### config.mk
export PLATFORM = sky130hd
export DESIGN_NAME = apb_slv_memory_block
export DESIGN_NICKNAME = d
export VERILOG_FILES = /design/src/rtl/apb_slv_memory_block.sv
export SDC_FILE = /design/constraint.sdc
export NUM_CORES = 2
export LEC_CHECK = 0
export CAP_MARGIN = 30
export CELL_PAD_IN_SITES_DETAIL_PLACEMENT = 0
export CELL_PAD_IN_SITES_GLOBAL_PLACEMENT = 2
export CORE_UTILIZATION = 47
export DETAILED_ROUTE_END_ITERATION = 7
export PLACE_DENSITY_LB_ADDON = 0.1
export SLEW_MARGIN = 15
export SYNTH_ARGS = -nofsm -noshare
export SYNTH_HDL_FRONTEND = slang
export SYNTH_SLANG_ARGS = --single-unit
### constraint.sdc
create_clock -name PCLK -period 53.5 [get_ports PCLK]
set_input_delay 10.7 -clock PCLK [delete_from_list [all_inputs] [get_ports PCLK]]
set_output_delay 10.7 -clock PCLK [all_outputs]
set_load 0.005 [all_outputs]
### src/rtl/apb_slv_memory_block.sv
// rtl/apb_slv_memory_block.sv - APB slave word memory with byte strobes; optional PSLVERR via APB_SLV_MEMORY_SLVERR_EN
module apb_slv_memory_block #(
    parameter int DATA_SIZE = 32,
    parameter int ADDR_SIZE = 5
) (
    input  logic                   PCLK,
    input  logic                   PRESETn,
    input  logic [ADDR_SIZE-1:0]   PADDR,
    input  logic                   PSEL,
    input  logic                   PENABLE,
    input  logic                   PWRITE,
    input  logic [DATA_SIZE-1:0]   PWDATA,
    input  logic [DATA_SIZE/8-1:0] PSTROBE,
    output logic                   PREADY,
    output logic [DATA_SIZE-1:0]   PRDATA,
    output logic                   PSLVERR
);
    localparam int NBYTES = DATA_SIZE / 8;
    localparam int DEPTH  = 2 ** ADDR_SIZE;

    typedef enum logic [1:0] {IDLE, SETUP, ACCESS} state_t;

    state_t                 state_q, state_d;
    logic [DATA_SIZE-1:0]   mem_q [DEPTH];
    logic [DATA_SIZE-1:0]   prdata_q;
    logic                   access;
    logic                   wr_en;
    logic                   rd_sample;
    logic                   err;

    // PRESETn is active-high despite its name
    assign access    = PSEL & PENABLE;
    assign rd_sample = PSEL & ~PENABLE & ~PWRITE;

`ifdef APB_SLV_MEMORY_SLVERR_EN
    assign err     = access & ((state_q != SETUP) | (PWRITE & ~|PSTROBE));
    assign PSLVERR = err & ~PRESETn;
    assign PRDATA  = err ? '0 : prdata_q;
`else
    assign err     = 1'b0;
    assign PSLVERR = 1'b0;
    assign PRDATA  = prdata_q;
`endif

    assign wr_en  = access & PWRITE & ~err;
    assign PREADY = access & ~PRESETn;

    always_comb begin
        state_d = IDLE;
        case (state_q)
            IDLE:    if (PSEL && !PENABLE) state_d = SETUP;
            SETUP:   if (PSEL && PENABLE)  state_d = ACCESS;
            ACCESS:  if (PSEL && !PENABLE) state_d = SETUP;
            default: state_d = IDLE;
        endcase
    end

    always_ff @(posedge PCLK or posedge PRESETn) begin
        if (PRESETn) begin
            state_q <= IDLE;
        end else begin
            state_q <= state_d;
        end
    end

    // A write in the access phase lands before the next setup-phase sample,
    // so read-after-write to the same word returns the new data.
    always_ff @(posedge PCLK or posedge PRESETn) begin
        if (PRESETn) begin
            for (int i = 0; i < DEPTH; i++) begin
                mem_q[i] <= '0;
            end
        end else if (wr_en) begin
            for (int b = 0; b < NBYTES; b++) begin
                if (PSTROBE[b]) begin
                    mem_q[PADDR][8*b +: 8] <= PWDATA[8*b +: 8];
                end
            end
        end
    end

    always_ff @(posedge PCLK or posedge PRESETn) begin
        if (PRESETn) begin
            prdata_q <= '0;
        end else if (rd_sample) begin
            prdata_q <= mem_q[PADDR];
        end
    end
endmodule

### Word level (Yosys, flattened, before mapping)

Index checks and enable logic that the tools add are counted.

* $lt $le $gt $ge: 2
* mux-type cells: 22
* bitwise operators: 9
* reduce and logical (&&, ||, !) cells: 1

Operator list (number)
* $mux W1024: 7
* $bwmux W1024: 4
* $demux W32 S5: 4
* $bmux W32 S5: 1
* $mux W32: 3
* $mux W24: 1
* $mux W16: 1
* $mux W8: 1
* $ge A6 B6 Y1 const B: 1
* $lt A6 B1 Y1 const B: 1
* $not A5 Y6: 1
* $and A1 B1 Y1: 5
* $not A1 Y1: 3
* $logic_and A1 B1 Y1: 1

* flip-flop bits (word level): 1056
* input bits: 46
* output and inout bits: 34
* logic and storage cells: 67

### Logic depth before layout (Yosys ltp)

* word-level depth: 16
* gate-level depth with buffers: 10
* mapped depth without buffers: 5

### Worst setup path after synthesis

No wires, ideal clock.

* path kind: input to output
* start: in PRESETn
* end: out PREADY
* arrival: 34.197 ns
* data required time: 42.800 ns
* path slack: 8.603 ns
* cell stages on the path: 2
* path buffers: 0
* cell sequence: inv_1 > and3_1

* longest elaborated chain between the ends: 2

Ends and longest elaborated chain
* start, declared: line 7 `input logic PRESETn,`
* $not A1 Y1: line 46 `assign PREADY = access & ~PRESETn;`
* $and A1 B1 Y1: line 46
* end, declared: line 14 `output logic PREADY,`

No other way between the ends.

### Worst setup path after layout

Ends and elaborated chain as after synthesis.

==> flow_metrics.py <==
metrics = {
    "run_status": {
        "status": "finished clean",
    },
    "worst_setup_path": {
        "start_kind": "primary input",
        "endpoint_kind": "primary output",
        "crit_path_max_incr_delay_ns": 0.51,
        "cp_cell_sequence": "clkdlybuf4s50_1 > inv_8 > and3_1 > clkdlybuf4s50_1",
        "cp.arrival_ns": 12.44,
        "reg2reg_from": "mem_q[474]",
        "crit_buf_inv": 3,
        "critPathRequiredTime_ns": 42.80,
        "slowest_stage": "clkdlybuf4s50_1",
        "path_class": "in2out",
        "cp_top_family": "buffers and inverters",
        "worstPathMaxFanout": 55,
        "cp_common_cell": "clkdlybuf4s50_1",
        "reg2reg_to": "PRDATA[26]",
        "ff2ff_path_depth": 5,
        "rrSetupSlack_ns": 51.37,
    },
    "routing": {
        "totalWireLength_um": 138000,
        "vias_per_cell": 6.02,
        "num_vias": 28700,
        "detail-route-antenna-nets": 0,
        "first_iter_violations": 1775,
        "wl_per_cell_um": 28.9,
        "drc": 0,
        "dr.pass1.iters": 7,
    },
    "yosys": {
        "synthXorXnorAreaFrac": 0,
        "syn_nets": 3293,
        "synth_mux_area_frac": 0.347,
        "netlist_area_um2": 48400,
        "avgSynthCellArea_um2": 14.9,
        "synth-seq-cells": 1056,
        "yosys-top-cells-area": "dfrtp_1 (55%), mux2_2 (24%), mux4_2 (6.7%), mux2i_1 (4.0%), nor2_4 (1.3%)",
        "yosysWarnings": 0,
        "synth_top_family_by_area": "multiplexers",
        "synth_cells": 3247,
        "synth_top_area_frac": 0.546,
        "synth_top_area_cell": "dfrtp_1",
        "ys.flop_type": "dfrtp_1",
        "yosysUniqueCellTypes": 60,
        "synthAdderAreaFrac": 0,
        "synthArstFlopShare": 1.00,
        "synthSimpleGateAreaFrac": 0.0454,
        "synth_edf_count": 0,
        "yosysSeqAreaShare": 0.546,
        "synth_compound_area_frac": 0.0377,
    },
    "cells_and_area": {
        "stdcell_area_um2": 54600,
        "utilization": 0.536,
        "mostFrequentLayoutCells": "dfrtp_1 (1,056), mux2_2 (1,026), mux2i_1 (191)",
        "fill_cells": 8463,
        "drive_above_1_share": 0.474,
        "nets": 3352,
        "mostFrequentLayoutCell": "dfrtp_1",
        "area_growth_pct": 12.8,
    },
    "cts": {
        "cts.repair.resized": 0,
        "postCtsSetupBuffers": 0,
        "htree_levels": 3,
        "cts_buffers": 116,
        "clockBufferDepth": 3,
        "clockRootBuffer": "clkbuf_16",
        "hold_buffers": 0,
        "clock-sinks": 1056,
        "cts_tree": "yes",
        "cts.clk_slew.worst_paths_ns": 0.05,
        "clock_latency_ns": 0.72,
    },
    "min_path": {
        "worstHoldPathCells": 1,
        "hp-class": "reg2reg",
        "min_to": "mem_q[395]",
        "min-delay-start": "mem_q[395]",
    },
    "global_routing": {
        "grtUsageMet2": 0.440,
        "grt-busiest-layer": "met2",
        "track_usage": 0.271,
        "use_met1": 0.374,
        "grt_max_degree": 194,
        "overflow": 0,
        "grt_pass1_vias": 30700,
        "antenna_found_initial": 2,
        "grt_pass1_wl_um": 208000,
        "grtUsageMet3": 0.0421,
    },
    "place": {
        "placed_area_um2": 50600,
        "io_buffers": 78,
        "place_congestion": 0.802,
        "post-dp-hpwl_um": 90000,
    },
    "sta": {
        "hold_violations": 0,
        "finClkSkew_ns": 0.0263,
        "rsz0062_at_grt": "no",
        "worstMarginPinSlew_ns": 1.12,
        "period_minus_slack_ns": 23.14,
        "fin_tns_setup_ns": 0,
        "max_clock_freq_mhz": 43.2,
        "relSlewSlack": 0.253,
        "fin_crit_sh": 0.433,
        "setup_violations": 0,
        "final_max_slew_viol_count": 0,
    },
    "floorplanning": {
        "fp-row-count": 117,
        "die_w_um": 323,
        "die_h_um": 323,
        "ios": 80,
        "core_area_um2": 102000,
        "initial_core_util": 0.475,
        "die-area_um2": 104000,
    },
    "pwr": {
        "p_per_area_nw_per_um2": 33.1,
        "ir_drop_mv": 0.0244,
        "power_leakage_nw": 25.5,
    },
    "flow_run": {
        "drv_cap": 0,
    },
}
sequential cells by signal, summed over array words and instances (netlist names):
register and count:
PRDATA 32, mem_q 1024
through the flow:
step | power, mW | setup WS [ns] | hold slack [ns] | instances
after floorplan | 0.971 | 8.60 | 0.453 | 3247
after global placement | 1.02 | 30.36 | 0.463 | 4531
after detailed placement | 1.03 | 30.35 | 0.479 | 4546
after CTS | 1.82 | 30.35 | 0.500 | 4758
after global routing | 1.87 | 30.26 | 0.512 | 4768
final | 1.81 | 30.36 | 0.500 | 4769
where the power goes:
part	internal [mW]	switching [mW]	total, mW
registers	0.840	0.0231	0.863
clock network	0.461	0.330	0.791
logic	0.0682	0.0840	0.152
worst reg2reg max path, delay by kind of cell, from the launching register on:
kind | cells | cell delay (ns)
flops | 1 | 0.38
compound gates | 1 | 0.25
simple gates | 3 | 1.22
mux | 1 | 0.16
layout make-up:
type,count,area (µm²),share of cell area
sequential,1056,26400,0.484
multi-input combinational,1960,20900,0.382
clock buffer,170,3400,0.0623
timing repair buffer,169,1780,0.0326
tap,1368,1710,0.0314
clock inverter,42,375,0.00688
inverter,3,18.8,0.000344
antenna,1,2.50,0.0000458
layer usage:
metal / part of all wire / vias up
met5: 0.000094 / -
met4: 0.026 / 2
met3: 0.044 / 203
met2: 0.49 / 616
met1: 0.45 / 15700
li1: - / 12200
worst max-delay path by stage:
stage | start | endpoint | cells past startpoint
after floorplan | PRESETn | PREADY | 2
after global placement | PRESETn | PREADY | 4
after detailed placement | PRESETn | PREADY | 4
after CTS | PRESETn | PREADY | 4
after global routing | PRESETn | PREADY | 4
final | PRESETn | PREADY | 4
Yosys cell counts (all sizes together) (12+ instances only):
library cell	n
dfrtp	1056
nor2	155
o22ai	44
a31oi	15
mux2	1036
a22oi	37
buf	105
a221oi	30
nand2	114
mux4	143
a211o	15
o21ai	29
nor3	12
clkbuf	123
mux2i	191
a211oi	17
kinds of logic after synthesis:
kind of cell / Yosys count
buf+inv: 231
other cells: 1
simple gates: 340
flops: 1056
compound gates: 249
mux: 1370
No activity file was read; power rests on OpenSTA's default activity.
